### src/rtl/glitcher_pkg.sv
// Shared definitions for the UART receive path.
//   rx_state_e             : receiver FSM state encoding (3 bits)
//   UART_CLKS_PER_BIT_100M : sys_clk cycles per bit at 115200 baud from 100 MHz
//   DEFAULT_RX_FIFO_DEPTH  : default output FIFO depth when the FIFO build is used
package glitcher_pkg;

    typedef enum logic [2:0] {
        StIdle     = 3'd0,
        StStart    = 3'd1,
        StData     = 3'd2,
        StStop     = 3'd3,
        StWaitIdle = 3'd4
    } rx_state_e;

    localparam int unsigned UART_CLKS_PER_BIT_100M = 868;
    localparam int unsigned DEFAULT_RX_FIFO_DEPTH  = 4;

endpackage

### src/rtl/rx_byte_fifo.sv
// Synchronous byte FIFO with a combinational head read.
//   clk, rst_n : clock, synchronous active-low reset (empties the FIFO)
//   wr_en      : push wr_data; ignored when full unless rd_en pops in the same cycle
//   wr_data    : byte to push
//   rd_en      : pop the head; ignored when empty
//   rd_data    : current head entry (valid while !empty)
//   empty/full : occupancy flags
// Depth must be a power of two, 2 or more.
module rx_byte_fifo #(
    parameter int unsigned Depth = 4
) (
    input  logic       clk,
    input  logic       rst_n,
    input  logic       wr_en,
    input  logic [7:0] wr_data,
    input  logic       rd_en,
    output logic [7:0] rd_data,
    output logic       empty,
    output logic       full
);

    localparam int unsigned AddrW = $clog2(Depth);

    logic [7:0]       mem [Depth];
    logic [AddrW-1:0] wr_ptr;
    logic [AddrW-1:0] rd_ptr;
    logic [AddrW:0]   count;
    logic             do_wr;
    logic             do_rd;

    assign empty   = (count == '0);
    assign full    = (count == (AddrW + 1)'(Depth));
    assign do_rd   = rd_en && !empty;
    // A pop frees the slot the push lands in, so push is allowed when full.
    assign do_wr   = wr_en && (!full || do_rd);
    assign rd_data = mem[rd_ptr];

    always_ff @(posedge clk) begin
        if (do_wr) begin
            mem[wr_ptr] <= wr_data;
        end
    end

    always_ff @(posedge clk) begin
        if (!rst_n) begin
            wr_ptr <= '0;
            rd_ptr <= '0;
            count  <= '0;
        end else begin
            if (do_wr) wr_ptr <= wr_ptr + 1'b1;
            if (do_rd) rd_ptr <= rd_ptr + 1'b1;
            case ({do_wr, do_rd})
                2'b10:   count <= count + 1'b1;
                2'b01:   count <= count - 1'b1;
                default: count <= count;
            endcase
        end
    end

endmodule

### src/rtl/uart_rx_frame.sv
// 8N1 UART receiver feeding the command parser over a valid/ready handshake.
//   clk, rst_n : sys_clk, synchronous active-low reset
//   rx         : asynchronous serial line, idle high
//   out_data   : received byte (LSB first on the wire); out_valid holds until accepted
//   out_ready  : consumer accepts on out_valid & out_ready
//   frame_err  : one-cycle pulse when the stop bit is sampled low
//   overrun    : one-cycle pulse when a completed byte is dropped for lack of room
//   busy       : receiver FSM is not idle
// Build option: define UART_RX_FIFO_EN to replace the single holding register with a
// FIFO_DEPTH-entry FIFO (rx_byte_fifo); otherwise FIFO_DEPTH is not used for storage.
module uart_rx_frame
    import glitcher_pkg::*;
#(
    parameter int unsigned CLKS_PER_BIT = UART_CLKS_PER_BIT_100M,
    parameter int unsigned FIFO_DEPTH   = DEFAULT_RX_FIFO_DEPTH
) (
    input  logic       clk,
    input  logic       rst_n,
    input  logic       rx,
    output logic [7:0] out_data,
    output logic       out_valid,
    input  logic       out_ready,
    output logic       frame_err,
    output logic       overrun,
    output logic       busy
);

    if (CLKS_PER_BIT < 4 || CLKS_PER_BIT > 65535) begin : g_bad_cpb
        $error("CLKS_PER_BIT must be in 4..65535");
    end
    if (FIFO_DEPTH < 2 || (FIFO_DEPTH & (FIFO_DEPTH - 1)) != 0) begin : g_bad_depth
        $error("FIFO_DEPTH must be a power of two, 2 or more");
    end

    localparam logic [15:0] LastCnt = 16'(CLKS_PER_BIT - 1);
    localparam logic [15:0] HalfCnt = 16'(CLKS_PER_BIT >> 1);

    rx_state_e   state;
    logic        rx_meta;
    logic        rx_s;
    logic [15:0] bit_cnt;
    logic [2:0]  idx;
    logic [7:0]  shreg;
    logic        accept;

    assign accept = out_valid && out_ready;
    assign busy   = (state != StIdle);

    // Preset high so reset does not look like a start bit.
    always_ff @(posedge clk) begin
        if (!rst_n) begin
            rx_meta <= 1'b1;
            rx_s    <= 1'b1;
        end else begin
            rx_meta <= rx;
            rx_s    <= rx_meta;
        end
    end

`ifdef UART_RX_FIFO_EN
    logic       stop_ok;
    logic       fifo_empty;
    logic       fifo_full;
    logic [7:0] fifo_rd_data;

    assign stop_ok   = (state == StStop) && (bit_cnt == LastCnt) && rx_s;
    assign out_valid = !fifo_empty;
    assign out_data  = fifo_empty ? 8'h00 : fifo_rd_data;

    rx_byte_fifo #(
        .Depth (FIFO_DEPTH)
    ) u_fifo (
        .clk     (clk),
        .rst_n   (rst_n),
        .wr_en   (stop_ok),
        .wr_data (shreg),
        .rd_en   (accept),
        .rd_data (fifo_rd_data),
        .empty   (fifo_empty),
        .full    (fifo_full)
    );
`endif

    always_ff @(posedge clk) begin
        if (!rst_n) begin
            state     <= StIdle;
            bit_cnt   <= '0;
            idx       <= '0;
            shreg     <= '0;
            frame_err <= 1'b0;
            overrun   <= 1'b0;
`ifndef UART_RX_FIFO_EN
            out_data  <= '0;
            out_valid <= 1'b0;
`endif
        end else begin
            frame_err <= 1'b0;
            overrun   <= 1'b0;
`ifndef UART_RX_FIFO_EN
            if (accept) out_valid <= 1'b0;
`endif
            unique case (state)
                StIdle: begin
                    if (!rx_s) begin
                        state   <= StStart;
                        bit_cnt <= '0;
                    end
                end
                StStart: begin
                    if (bit_cnt == HalfCnt) begin
                        bit_cnt <= '0;
                        idx     <= '0;
                        state   <= rx_s ? StIdle : StData;
                    end else begin
                        bit_cnt <= bit_cnt + 16'd1;
                    end
                end
                StData: begin
                    if (bit_cnt == LastCnt) begin
                        bit_cnt <= '0;
                        shreg   <= {rx_s, shreg[7:1]};
                        idx     <= idx + 3'd1;
                        if (idx == 3'd7) state <= StStop;
                    end else begin
                        bit_cnt <= bit_cnt + 16'd1;
                    end
                end
                StStop: begin
                    if (bit_cnt == LastCnt) begin
                        bit_cnt <= '0;
                        if (rx_s) begin
                            state <= StIdle;
`ifdef UART_RX_FIFO_EN
                            overrun <= fifo_full && !accept;
`else
                            if (!out_valid || out_ready) begin
                                out_data  <= shreg;
                                out_valid <= 1'b1;
                            end else begin
                                overrun <= 1'b1;
                            end
`endif
                        end else begin
                            frame_err <= 1'b1;
                            state     <= StWaitIdle;
                        end
                    end else begin
                        bit_cnt <= bit_cnt + 16'd1;
                    end
                end
                StWaitIdle: begin
                    if (rx_s) state <= StIdle;
                end
                default: state <= StIdle;
            endcase
        end
    end

endmodule

### config.mk
export PLATFORM = sky130hd
export DESIGN_NAME = uart_rx_frame
export DESIGN_NICKNAME = d
export VERILOG_FILES = /design/src/rtl/glitcher_pkg.sv /design/src/rtl/rx_byte_fifo.sv /design/src/rtl/uart_rx_frame.sv
export SDC_FILE = /design/constraint.sdc
export NUM_CORES = 1
export LEC_CHECK = 0
export CORE_MARGIN = 2
export CORE_UTILIZATION = 55
export DETAILED_ROUTE_END_ITERATION = 7
export GPL_ROUTABILITY_DRIVEN = 0
export PLACE_DENSITY = 0.76
export SLEW_MARGIN = 10
export SYNTH_ARGS = -nofsm -noshare
export SYNTH_HDL_FRONTEND = slang
export SYNTH_SLANG_ARGS = --single-unit
### constraint.sdc
create_clock -name clk -period 3.3 [get_ports clk]
set_clock_uncertainty 0.1 [all_clocks]
set_input_delay 0.33 -clock clk [delete_from_list [all_inputs] [get_ports clk]]
set_output_delay 0.33 -clock clk [all_outputs]
set_load 0.02 [all_outputs]
== Word-level counts from Yosys, hierarchy flattened ==
Cells that the tools add are included.
Operators by class
  muxes and demuxes: 23
  multiply operators: 0
  add/sub/neg operators: 2
  shift-type cells: 0
  equal/unequal tests: 13
  magnitude comparators: 0
  bitwise gates (word level): 0
  reduce and logical (&&, ||, !) cells: 15
  div/mod/pow operators: 0
Operators by type and width (count)
  $mux W16: 3
  $pmux W16 S3: 1
  $mux W3: 9
  $add A16 B1 Y16 const B: 1
  $eq A16 B10 Y1 const B: 1
  $eq A16 B9 Y1 const B: 1
  $pmux W3 S5: 1
  $ne A2 B2 Y1 const B: 6
  $reduce_and A4 Y1: 2
  $mux W1: 7
  $eq A3 B2 Y1 const B: 2
  $eq A3 B3 Y1 const B: 2
  $pmux W3 S2: 1
  $reduce_and A3 Y1: 2
  $reduce_and A6 Y1: 1
  $reduce_bool A3 Y1: 2
  $reduce_and A2 Y1: 2
  $add A3 B1 Y3 const B: 1
  $eq A3 B1 Y1 const B: 1
  $logic_not A3 Y1: 1
  $mux W2: 1
  $reduce_bool A2 Y1: 1
  $reduce_or A2 Y1: 1
  $logic_and A1 B1 Y1: 1
  2 further kinds: 2
Storage, ports and cells
  latch bits: 0
  RAM bits: 0
  input port bits: 4
  output and inout port bits: 12
  memory bits (read-only): 0
  memories kept: 0
  word-level logic and storage cells: 63
  register bits: 43

== Depth between registers and ports, before layout ==
Gate-level depths: netlist of run 1.
  word-level depth: 6
  gate-level depth with buffers: 8
  mapped depth without buffers: 7

== Least setup slack after synthesis of run 1 ==
OpenSTA, ideal clock, no wires.
  path type: reg2reg
  start point: reg bit_cnt[13]
  end point: reg bit_cnt[14]
  stages on the path, launching flop included: 7
  period minus slack after synthesis: 2.159 ns
  setup slack: 1.141 ns
  arrival time: 1.912 ns
  setup time: 0.147 ns
  path through: dfxtp_1 > or4_1 > nor4_4 > o22ai_1 > buf_2 > nand4_1 > o311ai_0
On the way
  word-level cells in the longest chain between the ends: 3
RTL lines
  start, declared: RTL line uart_rx_frame.sv:41  | logic [15:0] bit_cnt;
  start signal, assigned: RTL line uart_rx_frame.sv:115  | bit_cnt <= bit_cnt + 16'd1;
  start signal, assigned: RTL line uart_rx_frame.sv:125  | bit_cnt <= bit_cnt + 16'd1;
  start signal, assigned: RTL line uart_rx_frame.sv:148  | bit_cnt <= bit_cnt + 16'd1;
  $add A16 B1 Y16, or another cell as far along: RTL line uart_rx_frame.sv:115, uart_rx_frame.sv:125, uart_rx_frame.sv:148
  $mux W16 (on tied branches): RTL line uart_rx_frame.sv:119, uart_rx_frame.sv:129, uart_rx_frame.sv:110
  $pmux W16 S3 *: RTL line uart_rx_frame.sv:102  | unique case (state)
Every way passes the cells marked *; elsewhere a longest branch is shown, timed or not.
A chain may end at the register's enable or synchronous reset.

== Worst setup path after layout of run 1 ==
  start point: reg bit_cnt[13]
  end point: reg bit_cnt[8]
On the way
  word-level cells in the longest chain between the ends: 3
RTL lines (RTL line)
  $eq A16 B10 Y1 or $eq A16 B9 Y1 (tied branches): uart_rx_frame.sv:119, uart_rx_frame.sv:129, uart_rx_frame.sv:110
  $mux W16 (on tied branches): uart_rx_frame.sv:119, uart_rx_frame.sv:129, uart_rx_frame.sv:110
  $pmux W16 S3 *: uart_rx_frame.sv:102
Marks and branches as above.

==> impl_summary.md, run 1 <==
Logic synthesis
The sequential share of the synthesized area is 44.4%. Counting every instance in the synthesized netlist gives 226. The Yosys step of the flow raised 0 warnings. The number of nets handed over by synthesis was 234. The count of state elements after synthesis is 43. The distinct cell type count after synthesis is 39. The cell area that synthesis handed to floorplanning was between 1500 and 2000 sq um. After synthesis, the mean cell area works out to 8.59 sq um.

Timing
Timing would allow up to roughly 380 MHz. Setup slack on the critical path of the routed design comes to 0.653 ns. For the pin with the worst max-slew slack, the measured transition is 1.07 ns. The worst hold margin is ~0.33 ns.

Setup repair after global routing left no endpoint under its margin. The count of final hold-check violations was 0. The number of max-slew violations in the final report is 0. Setup violations remaining at the end of the flow were counted as 0. Measured against its own limit, the worst slew margin works out to 28.8%. The aggregate negative setup slack is 0 ns. The routed design could run at a clock period as short as about 2.6 ns. Dividing the final minimum period by the clock period gives 80.2%.

CTS
CTS placed an instance of sky130_fd_sc_hd__clkbuf_4 at the clock tree root. In this run, post-CTS hold repair placed 0 buffers. Once the clock tree was built, the resizer swapped 0 gates to a different size. For the worst-skew pair, the clock arrives at the later sink with an insertion delay of 0.35 ns.

The clock tree synthesis step divided the H-tree into 2 levels. The TritonCTS clock tree is built. The clock transition at the registers of the reported paths is ~0.12 ns. The clock sink total is 43. After clock tree synthesis, the setup repair step added 0 buffers. TritonCTS created 5 clock buffers. The clock passes through at most 2 buffers.

Critical path
The worst setup path is launched from a flop. The depth of the worst register-to-register path is 6. The startpoint identified for the worst register-to-register timing path is bit_cnt[13]. The startpoint-to-endpoint class of the critical path is flop to flop. The sort of element at the end of the critical path is a flop. The worst path arrival time is 2.79 ns.

Traced cell by cell, the critical path runs through or4_1 > nor4_4 > buf_4 > o22ai_1 > o21ai_2 > nor2_1. The largest individual stage delay along the critical path comes from the cell sky130_fd_sc_hd__or4_1. The end of the worst register-to-register path is bit_cnt[8]. The peak per-stage delay on the critical path is between 0.6 and 0.7 ns. At the worst endpoint, the required time is 3.44 ns.

Across all register-to-register paths, the minimum setup slack is between 0.6 and 0.7 ns. The peak fanout along the critical path is 16.

Pwr
In this run the power density over the cells is 415 nW/um^2. The clock network fraction of design power is 37.7%. The analysis attributes to cell leakage a power of a little over 0.8 nW. Of the total power, the share spent switching nets is 22.0%. In this run the power spent charging and discharging nets is 0.000202 W.

The combinational group share of total power is between 4 and 5%. The share of power burned in registers is 57.4%. The worst vdd rail ir drop is between 0.2 and 0.3 mV.

Cell internal power was estimated by the tool at a little over 0.0007 W.

Floorplanning
16 I/O pins were placed. The floorplan die width is about 63 um. The effective utilization at floorplan is 57.7%.

The placement row count is 21. The die covers 4020 sq um. The floorplan step defined a core boundary enclosing ~3400 sq um. In this run the vertical extent of the chip is 63.4 um.

Layout
The number of inserted filler cells in the final layout is 309. Once layout is done, the placed cells without fillers occupy 2210 sq um. The top cell types in the final layout, fill and taps aside, are 43 x sky130_fd_sc_hd__dfxtp_1, 31 x sky130_fd_sc_hd__nor2_1, 22 x sky130_fd_sc_hd__nand2_1. The share of layout cells above drive strength 1 is 6.64%.

The antenna cell count is 0. The final-stage net count is 248. The area growth from synthesis to layout is 14.1%. The library cell used most frequently in the layout, excluding fill and tap cells, is sky130_fd_sc_hd__dfxtp_1.

Worst hold path
The worst min-delay path class is flop to flop. The path with the worst hold slack has its endpoint at rx_s. The beginning of the worst hold path is rx_meta. The instance count along the most critical hold path is 1.

Status
The flow ran to the end, and the final reports show no timing, DRC or antenna violations.

Drt
The detail-routed net length per standard cell is 13.7 um. The pre-antenna-repair detailed-routing pass consisted of 4 iterations. Detailed routing inserted a total of 1,631 vias.

Summed over all layers, the routed wires come to 3940 um. The number of design rule violations left after detail routing is 0. The detailed router finished its first iteration with 172 violations. Dividing the detail-routed via count by the number of cells gives 5.68. The remaining antenna violation count after routing is 0.

GRT
The maximum number of pins on one net before global-route repair is 19. The number of global-route vias before repair is ~1,600. The number of antenna violations at the first check in global routing is 0.

The overall overflow remaining after global route is 0. The global-route usage over all layers is 21.7%. The first global-routing pass estimated 7040 um of wire.

Flow run
The tool flagged a number of max-cap violations equal to 0.

Placement
Buffers placed on the I/O ports in this run total 15. The total placed instance area is between 2000 and 2500 sq um. The pre-CTS worst setup slack is 0.722 ns. The HPWL after detailed placement is ~2700 um.
## cell type report
type | count | area (sq um) | area share, %
Timing Repair Buffer | 18 | 173 | 7.80
Clock buffer | 6 | 51.3 | 2.32
Inverter | 3 | 11.3 | 0.509
Sequential cell | 43 | 861 | 38.9
Tap cell | 46 | 57.6 | 2.60
Multi-Input combinational cell | 169 | 1020 | 46.3
Clock inverter | 2 | 35.0 | 1.58
## synth_stat cells
master / number / area [sq um]
sky130_fd_sc_hd__a21o_1: 1 / 7.51
sky130_fd_sc_hd__or3b_2: 2 / 17.5
sky130_fd_sc_hd__nor4_1: 3 / 18.8
sky130_fd_sc_hd__and2_1: 2 / 12.5
sky130_fd_sc_hd__and3_1: 3 / 18.8
sky130_fd_sc_hd__xnor2_1: 5 / 43.8
sky130_fd_sc_hd__dfxtp_1: 43 / 861
sky130_fd_sc_hd__a31oi_1: 2 / 12.5
sky130_fd_sc_hd__clkinv_1: 1 / 3.75
sky130_fd_sc_hd__mux2i_1: 10 / 100
sky130_fd_sc_hd__or2_0: 1 / 6.26
sky130_fd_sc_hd__inv_1: 2 / 7.51
sky130_fd_sc_hd__a21oi_1: 14 / 70.1
sky130_fd_sc_hd__nand4_1: 8 / 50.1
sky130_fd_sc_hd__nand3_2: 1 / 10.0
sky130_fd_sc_hd__buf_2: 2 / 10.0
sky130_fd_sc_hd__o22ai_1: 2 / 12.5
sky130_fd_sc_hd__nor2b_1: 2 / 12.5
sky130_fd_sc_hd__or3_1: 1 / 6.26
sky130_fd_sc_hd__a211oi_1: 1 / 7.51
sky130_fd_sc_hd__nand4b_1: 4 / 35.0
sky130_fd_sc_hd__xor2_1: 6 / 52.6
sky130_fd_sc_hd__nor4_4: 1 / 21.3
sky130_fd_sc_hd__a22oi_1: 2 / 15.0
sky130_fd_sc_hd__nor2_1: 31 / 116
sky130_fd_sc_hd__o311ai_0: 2 / 17.5
sky130_fd_sc_hd__nor3_1: 5 / 25.0
sky130_fd_sc_hd__nand2b_1: 5 / 31.3
sky130_fd_sc_hd__o21ai_2: 1 / 8.76
sky130_fd_sc_hd__nand3b_1: 2 / 15.0
sky130_fd_sc_hd__o21ai_0: 3 / 15.0
sky130_fd_sc_hd__a21boi_0: 1 / 7.51
sky130_fd_sc_hd__a2111oi_0: 1 / 8.76
sky130_fd_sc_hd__or4_1: 3 / 22.5
sky130_fd_sc_hd__nand3_1: 17 / 85.1
sky130_fd_sc_hd__and4_1: 1 / 8.76
sky130_fd_sc_hd__clkbuf_1: 9 / 33.8
sky130_fd_sc_hd__ha_1: 4 / 50.1
sky130_fd_sc_hd__nand2_1: 22 / 82.6
## worst max-delay path: cells and delay by family, from the launching register on
kind	cells	cell delay, ns
compound gates	2	0.83
flops	1	0.37
buf+inv	1	0.25
simple gates	3	0.99
## cells by family after synthesis
group           share of synthesized area (%)
compound gates                           9.41
simple gates                             30.7
fa+ha+maj                                2.58
xor+xnor                                 4.96
mux                                      5.16
buf+inv                                  2.84
flops                                    44.4
## through the flow
stage	power (W)	std cells	utilization (%)
global route	0.000953	287	65.8
global placement	0.000582	279	63.2
finish	0.000918	287	65.8
CTS	0.000926	287	65.8
floorplan	0.000569	226	-
detailed placement	0.000583	279	63.2
## worst max path at each step
stage	end	slack [ns]	depth (start not counted)	start
detailed placement	bit_cnt[5]	0.72	6	bit_cnt[13]
CTS	bit_cnt[8]	0.69	6	bit_cnt[13]
finish	bit_cnt[8]	0.65	6	bit_cnt[13]
global route	bit_cnt[11]	0.46	6	bit_cnt[13]
floorplan	bit_cnt[14]	1.14	6	bit_cnt[13]
global placement	bit_cnt[3]	0.78	6	bit_cnt[13]
## flip-flops by register name (all words and copies together), names as in the netlist
register,count
bit_cnt,16
frame_err,1
overrun,1
rx_meta,1
shreg,8
rx_s,1
idx,3
out_data,8
out_valid,1
state,3
## power by group through the flow
stage	Clock, W	Sequential, W	Combinational, W
floorplan	0	0.000535	0.0000338
global placement	0	0.000539	0.0000437
detailed placement	0	0.000538	0.0000447
CTS	0.000354	0.000527	0.0000449
global route	0.000374	0.000528	0.0000503
finish	0.000346	0.000527	0.0000450
## per-layer routing
layer	up-vias	GRT usage [%]	wire length, um	part of all wire, %
li1	826	-	-	-
met2	45	34.7	1750	44
met1	755	28.8	1950	50
met5	-	0	0	0
met3	5	4.46	200	5.1
met4	0	7.88	40	1.0
Power figures use the tool's default switching activity.
==> inputs of run 2 (changes only) <==
--- a/config.mk
+++ b/config.mk
@@ -6,10 +6,10 @@
 export NUM_CORES = 1
 export LEC_CHECK = 0
 export CORE_MARGIN = 2
-export CORE_UTILIZATION = 55
+export CORE_UTILIZATION = 51
 export DETAILED_ROUTE_END_ITERATION = 7
 export GPL_ROUTABILITY_DRIVEN = 0
-export PLACE_DENSITY = 0.76
+export PLACE_DENSITY = 0.74
 export SLEW_MARGIN = 10
 export SYNTH_ARGS = -nofsm -noshare
 export SYNTH_HDL_FRONTEND = slang
==> constraint.sdc (replaced) <==
create_clock -name clk -period 2.14 [get_ports clk]
set_clock_uncertainty 0.1 [all_clocks]
set_input_delay 0.214 -clock clk [delete_from_list [all_inputs] [get_ports clk]]
set_output_delay 0.214 -clock clk [all_outputs]
set_load 0.02 [all_outputs]
==> run 2 against run 1 <==
Register-to-register slack lost 0.65 ns. Combinational power is 120% higher. Sequential power increased by 53%. Routed wire length is 11% higher. Largest cell class unchanged.
==> impl_summary.md, run 2 (synthesis results as in run 1) <==
Worst hold path
The worst-case hold path end point is rx_s. The beginning of the worst hold path is rx_meta. Along the worst hold path, the cell count comes to 1. The worst min-delay path class is flop to flop.

Pwr
Of the total power, the share spent switching nets is a little under a quarter. The worst vdd rail ir drop is 0.420 mV. The clock network burns 41.6% of the power.

The static leakage power is between 0.9 and 1 nW. Combinational cells account for 6.4% of the total power. Power spread over the standard cell area amounts to 614 nW/um^2. The design draws between 0.0015 and 0.002 W. The internal power is 0.00119 W. The share of total power dissipated in sequential elements is 52.0%. The switching power is between 0.0003 and 0.0004 W.

Drt
The number of design rule violations left after detail routing is 0. The count of routing violations after the opening detailed-route iteration is 136. The final wirelength is 4370 um.

The remaining antenna violation count after routing is 0. The detailed-route vias per instance is 5.55. The detailed-router iteration count before antenna repair is 4. For this block, the via count after detailed routing is 1,758. The detail-routed net length per standard cell is 13.8 um.

Layout
The largest registers in the layout are bit_cnt: 16 flops, out_data: 8 flops, shreg: 8 flops. The number of flip-flops under the largest register name is 16. The area growth from synthesis to layout is 30.4%.

The most common cell after layout, fill and taps aside is sky130_fd_sc_hd__dfxtp_1. The top cell types in the final layout, fill and taps aside, are 42 x sky130_fd_sc_hd__dfxtp_1, 29 x sky130_fd_sc_hd__nor2_1, 26 x sky130_fd_sc_hd__buf_4. The final layout contains 276 nets.

The number of antenna diodes in the final layout is 0. Ranked by flip-flop count, first place goes to bit_cnt. For this run, the share of the core covered by cells in the final layout is about 70%. In the final layout, the share of cells above drive strength 1 is around 20%.

GRT
The maximum number of pins on one net before global-route repair is 15. The wire length of the first global-routing pass is 7330 um. The number of global-route vias before repair is between 1,500 and 2,000. The number of antenna violations at the first check in global routing is 0. The total overflow left after global routing is 0.

Across every metal layer, demand over resource in global routing totals 22.3%.

CTS
The largest buffer count on any clock path is 2. Counting the buffers created by CTS gives 5. Clock latency on the worst-skew pair, taken at its later pin, is 0.31 ns. TritonCTS built the clock tree. The H-tree depth reported by CTS is 2.

The number of hold buffers added after CTS was 0. The clock sink total is 43. The cell sitting at the root of the clock tree is a sky130_fd_sc_hd__clkbuf_8. The clock transition at the registers of the reported paths is about 0.080 ns.

Floorplanning
The die is 65.7 um tall. The floorplan step defined a die boundary enclosing 4310 sq um. The floorplan die width is 65.7 um.

The area of the core is 3660 sq um. During I/O placement, the number of pins put on the boundary was 16. The placement row count is 22. The effective utilization at floorplan is a little over half.

Critical path
Walking the worst path, the cells encountered are or4_4 > buf_6 > nor4_4 > buf_6 > a21oi_2 > or4_1 > a21oi_2. The critical path is of the flop to flop type. The worst path required time is between 2 and 2.5 ns. The critical path startpoint category is a flop. The largest individual stage delay along the critical path comes from the cell sky130_fd_sc_hd__or4_4. The worst register-to-register path has a setup slack of 0.003 ns.

The worst path arrival time is 2.27 ns. The peak per-stage delay on the critical path is 0.56 ns. The peak fanout along the critical path is 6. The end of the worst register-to-register path is state[0].

The critical path starts at bit_cnt[13]. The worst register-to-register path begins at bit_cnt[13]. The sort of element at the end of the critical path is a flop.

The worst register-to-register path has a depth of 7.

Timing
In the finished design, the share of the clock period the worst path needs comes to 99.8%. Derived from the worst setup path, the maximum achievable clock frequency is 468 MHz. The number of max-slew violations in the final report was 0. The count of final hold-check violations is 0. Setup repair after global routing could not meet its margin everywhere. The relative max-transition margin is 63.8%.

The slew at the pin with the worst max-slew slack is 0.542 ns. The worst hold margin is 0.331 ns. The minimum clock period after layout is approximately 2.1 ns. The number of setup violations in the final report is 0.

Placement
In this run the tool buffered the top-level ports with 15 buffer cells. The final HPWL from detailed placement is 2960 um.

Flow run
Across the run, the number of max-cap violations was 0.

Status
The flow ran to the end, and the final reports show no timing, DRC or antenna violations.
-- run 2: power groups by stage --
stage                     registers [W]   logic, W  clock network [W]
after global routing           0.000809   0.000109           0.000687
after floorplan                0.000826  0.0000521                  0
after detailed placement       0.000827  0.0000887                  0
final                          0.000808  0.0000996           0.000646
after CTS                      0.000808  0.0000911           0.000643
after global placement         0.000827  0.0000875                  0
-- run 2: final cells by class --
class,count,area (sq um)
fill,306,1130
multi-input combinational,169,1080
sequential,43,862
timing repair buffer,46,405
clock buffer,5,68.8
tap,48,60.1
clock inverter,3,43.8
inverter,3,11.3
-- run 2: worst max path at each step --
stage                        endpoint  slack (ns)
after floorplan           bit_cnt[14]        0.01
after global placement       state[0]        0.01
after detailed placement   bit_cnt[1]       -0.02
after CTS                      idx[1]      0.0003
after global routing      out_data[4]       -0.06
final                        state[0]       0.003
-- run 2: timing repair --
action / CTS / global route
setup endpoints to repair: 17 / 36
buffers inserted: 1 / 2
gates resized for setup: 4 / 15
pin swaps: 0 / 1
cloned: 0 / 0
-- run 2: metal layers --
layer	track usage, %	vias to the layer above	share of wire, %
li1	-	881	-
met1	29.3	832	45
met2	35.4	35	48
met3	5.99	10	4.9
met4	7.55	0	1.9
met5	0	-	0
-- run 2: critical path: cells and delay by family, from the launching register on --
| family | cells | cell delay (ns) |
|---|---|---|
| AOI/OAI and AO/OA | 2 | 0.18 |
| buffers and inverters | 2 | 0.31 |
| DFF | 1 | 0.33 |
| and+or+nand+nor | 3 | 1.14 |
-- run 2: metrics by stage --
stage / instances / setup WS (ns) / instance area, sq um / setup TNS, ns
floorplan: 226 / 0.0103 / 1940 / 0
global placement: 306 / 0.0127 / 2320 / 0
detailed placement: 306 / -0.0242 / 2320 / -0.131
CTS: 315 / 0.000325 / 2450 / 0
global route: 317 / -0.0593 / 2530 / -0.225
finish: 317 / 0.00334 / 2530 / 0
==> inputs of run 3 (changes only) <==
--- a/config.mk
+++ b/config.mk
@@ -6,10 +6,12 @@
 export NUM_CORES = 1
 export LEC_CHECK = 0
 export CORE_MARGIN = 2
-export CORE_UTILIZATION = 51
+export CORE_UTILIZATION = 55
+export CTS_CLUSTER_SIZE = 16
 export DETAILED_ROUTE_END_ITERATION = 7
+export DONT_BUFFER_PORTS = 1
 export GPL_ROUTABILITY_DRIVEN = 0
-export PLACE_DENSITY = 0.74
+export PLACE_DENSITY = 0.7
 export SLEW_MARGIN = 10
 export SYNTH_ARGS = -nofsm -noshare
 export SYNTH_HDL_FRONTEND = slang
==> constraint.sdc (replaced) <==
create_clock -name clk -period 2.3 [get_ports clk]
set_clock_uncertainty 0.1 [all_clocks]
set_input_delay 0.23 -clock clk [delete_from_list [all_inputs] [get_ports clk]]
set_output_delay 0.23 -clock clk [all_outputs]
set_load 0.02 [all_outputs]
==> run 3 against run 2 <==
Combinational power is 22% lower. Die area is 6.8% lower. Register-to-register slack better by 0.02 ns. Utilization is 0.69 points lower. First-iteration DRC count is 18% higher. Sequential cell count stayed put. Clock power is 9.0% lower. Final area is 9.0% lower. Sequential share of layout area is 3.4 points higher. Non-clock buffer count is 19 lower. Via count is 0.17% higher. Power is 8.7% lower. Critical endpoint unchanged. Largest power group unchanged.
==> impl_summary.md, run 3 (synthesis results as in run 1) <==
Pwr
The analysis attributes to net switching a power of around 0.00030 W. Across the VDD grid, the largest voltage drop is 0.306 mV. Summed over all cells, the static leakage comes to approximately 0.9 nW. The fraction of power spent switching nets is 21.4%. The share of power burned in registers is between 50% and 60%. Power spread over the standard cell area amounts to between 600 and 700 nW/um^2.

Per report_power, the clock group accounts for 41.5% of the total. The combinational group share of total power is 5.5%. The internal power is 0.00111 W. The total design power is 0.00142 W.

Timing
The highest attainable clock frequency is 440 MHz. The worst hold margin is 0.0143 ns. The worst path uses between 90 and 100% of the clock period. Measured against its own limit, the worst slew margin works out to 61.4%. The count of final hold-check violations is 0. The number of max-slew violations in the final report is 0. The slew at the pin with the worst max-slew slack is roughly 0.56 ns.

The number of setup violations in the final report is 0. The routed design could run at a clock period as short as 2.27 ns. The aggregate negative setup slack is 0 ns.

CTS
TritonCTS built the clock tree. The clock tree synthesis step divided the H-tree into 2 levels. The source-to-sink clock delay at the later pin of the worst-skew pair is ~0.36 ns. The clock transition at the registers of the reported paths is 0.13 ns.

The clock passes through at most 2 buffers. The root buffer selected by CTS is sky130_fd_sc_hd__clkbuf_4. The number of buffers created by CTS is 5.

The clock sink total is 43.

Critical path
Measured in cells, the most critical reg-to-reg path has a length of 6. At the worst endpoint, the arrival time is 2.46 ns. The number of buffers and inverters on the critical path is 1. The slowest stage cell on the critical path is sky130_fd_sc_hd__or4_4. The critical path startpoint category is a flop. The sort of element at the end of the critical path is a flop. The worst path required time is 2.48 ns.

Traced cell by cell, the critical path runs through or4_4 > nor4_4 > buf_4 > a21oi_1 > or4_1 > a21oi_2. Among cell families on the critical path, the largest total delay comes from simple AND/OR/NAND/NOR gates. The peak per-stage delay on the critical path is 0.56 ns. The startpoint-to-endpoint class of the critical path is flop to flop. Of all nets on the critical path, the largest fanout is 4. The critical path startpoint is bit_cnt[13].

The startpoint of the worst register-to-register path is bit_cnt[13]. The worst register-to-register path has a setup slack of about 0.025 ns. In this run the critical register-to-register path is captured at state[0].

Flow run
The number of max-capacitance violations reported is 0.

Layout
The number of inserted filler cells in the final layout is 292. The register with the most flip-flops in the layout has 16 of them. In the final layout, the share of cells above drive strength 1 is 17.6%. Leaving out fill and tap cells, the most frequent cells in the layout are 42 x sky130_fd_sc_hd__dfxtp_1, 31 x sky130_fd_sc_hd__nor2_1, 25 x sky130_fd_sc_hd__buf_4. In the final layout, the registers with the most flip-flops are bit_cnt: 16 flops, out_data: 8 flops, shreg: 8 flops. 0 antenna diodes ended up in the layout.

The register with the most flip-flops is bit_cnt. The net count of the finished layout is 257. The area growth from synthesis to layout is 18.6%. Leaving out fill and tap cells, the most frequent cell in the layout is sky130_fd_sc_hd__dfxtp_1.

Drt
Dividing the detail-routed wire length by the instance count gives 15.0 um. For this run, the detailed router's first-pass iteration total came to 5. The count of routing violations after the opening detailed-route iteration is 160.

The final wirelength is 4430 um. After detailed routing, the number of remaining DRC violations is 0. The remaining antenna violation count after routing is 0. The total via count after detailed routing is 1,761. In the routed layout, each cell is associated on average with a via count of 5.95.

Worst hold path
The worst hold path was traced through 2 stages. The path class of the tightest hold or removal check is input port to flop. The beginning of the worst hold path is rst_n. The worst-case hold path end point is bit_cnt[10].

Floorplanning
For this configuration, the core starts out at a cell density of 57.7%. The die covers 4020 sq um. The floorplan die width is 63.4 um. The floorplan die height is 63.4 um. After floorplanning, the core was divided into 21 placement rows. The count of pins on the block boundary is 16. The total area inside the core boundary comes to between 3000 and 4000 sq um.

Placement
The number of I/O port buffers is 0. The wire-length estimate of the detail-placed layout is 3180 um.

GRT
The number of global-route vias before repair came to 1,599. The first global-routing pass estimated 7230 um of wire. Summed over all layers, the global routing overflow is 0. Across every metal layer, demand over resource in global routing totals 22.8%.

The number of antenna violations at the first check in global routing is 0. The maximum number of pins on one net before global-route repair is 15.

Status
The flow ran to the end, and the final reports show no timing, DRC or antenna violations.
==> run 3: cell types whose count changed in the layout (fill, tap and decap cells not counted), moves of 2 or more <==
cell / change
sky130_fd_sc_hd__buf_6: -4
sky130_fd_sc_hd__clkbuf_4: +5
sky130_fd_sc_hd__clkbuf_8: -5
sky130_fd_sc_hd__clkdlybuf4s50_1: -15
sky130_fd_sc_hd__dlygate4sd3_1: +2
sky130_fd_sc_hd__nor2_1: +2
sky130_fd_sc_hd__nor2_2: -2
==> run 3: what timing repair did <==
action / CTS / global route
setup endpoints to repair: 1 / 23
hold endpoints to repair: 9 / 0
hold buffers: 2 / 0
pin swaps: 1 / 2
gates resized for setup: 0 / 8
setup buffers: 0 / 4
==> run 3: worst max path at each step <==
stage | to | slack, ns | depth (start not counted)
after floorplan | bit_cnt[14] | 0.14 | 6
after global placement | state[0] | 0.09 | 6
after detailed placement | state[0] | 0.02 | 6
after CTS | state[0] | 0.003 | 6
after global routing | state[0] | -0.04 | 6
final | state[0] | 0.03 | 6
==> run 3: layer usage <==
| metal | up-vias | wire length, um | GRT usage [%] |
|---|---|---|---|
| met2 | 56 | 2230 | 40.1 |
| met5 | - | 0 | 0 |
| li1 | 851 | - | - |
| met1 | 844 | 1870 | 26.7 |
| met4 | 0 | 115 | 8.15 |
| met3 | 10 | 220 | 5.54 |
==> run 3: power groups by stage <==
stage / Clock, W / Combinational, W / Sequential [W]
after floorplan: 0 / 0.0000484 / 0.000768
after global placement: 0 / 0.0000649 / 0.000769
after detailed placement: 0 / 0.0000677 / 0.000769
after CTS: 0.000599 / 0.0000731 / 0.000753
after global routing: 0.000637 / 0.0000841 / 0.000754
final: 0.000588 / 0.0000774 / 0.000753
==> run 3: through the flow <==
step / std cells / cell area [sq um] / util (%) / setup slack (ns)
6_report: 296 / 2300 / 68.5 / 0.0252
5_1_grt: 296 / 2300 / 68.5 / -0.0407
4_1_cts: 292 / 2240 / 66.5 / 0.00325
3_5_place_dp: 282 / 2110 / 62.8 / 0.0189
3_3_place_gp: 282 / 2110 / 62.8 / 0.0944
2_1_floorplan: 226 / 1940 / - / 0.141
==> run 3: layout make-up <==
class / count / area (sq um) / share of cell area [%]
Multi-Input combinational cell: 169 / 1060 / 46.0
Clock buffer: 5 / 37.5 / 1.63
Sequential cell: 43 / 862 / 37.4
Inverter: 3 / 11.3 / 0.489
Clock inverter: 3 / 67.6 / 2.93
Timing Repair Buffer: 27 / 208 / 9.02
Tap cell: 46 / 57.6 / 2.50
==> run 3: worst reg2reg max path: stages, from the launching register on <==
cell                      delay, ns
sky130_fd_sc_hd__dfxtp_2       0.35
sky130_fd_sc_hd__or4_4         0.56
sky130_fd_sc_hd__nor4_4        0.32
sky130_fd_sc_hd__buf_4         0.18
sky130_fd_sc_hd__a21oi_1       0.06
sky130_fd_sc_hd__or4_1         0.45
sky130_fd_sc_hd__a21oi_2       0.18
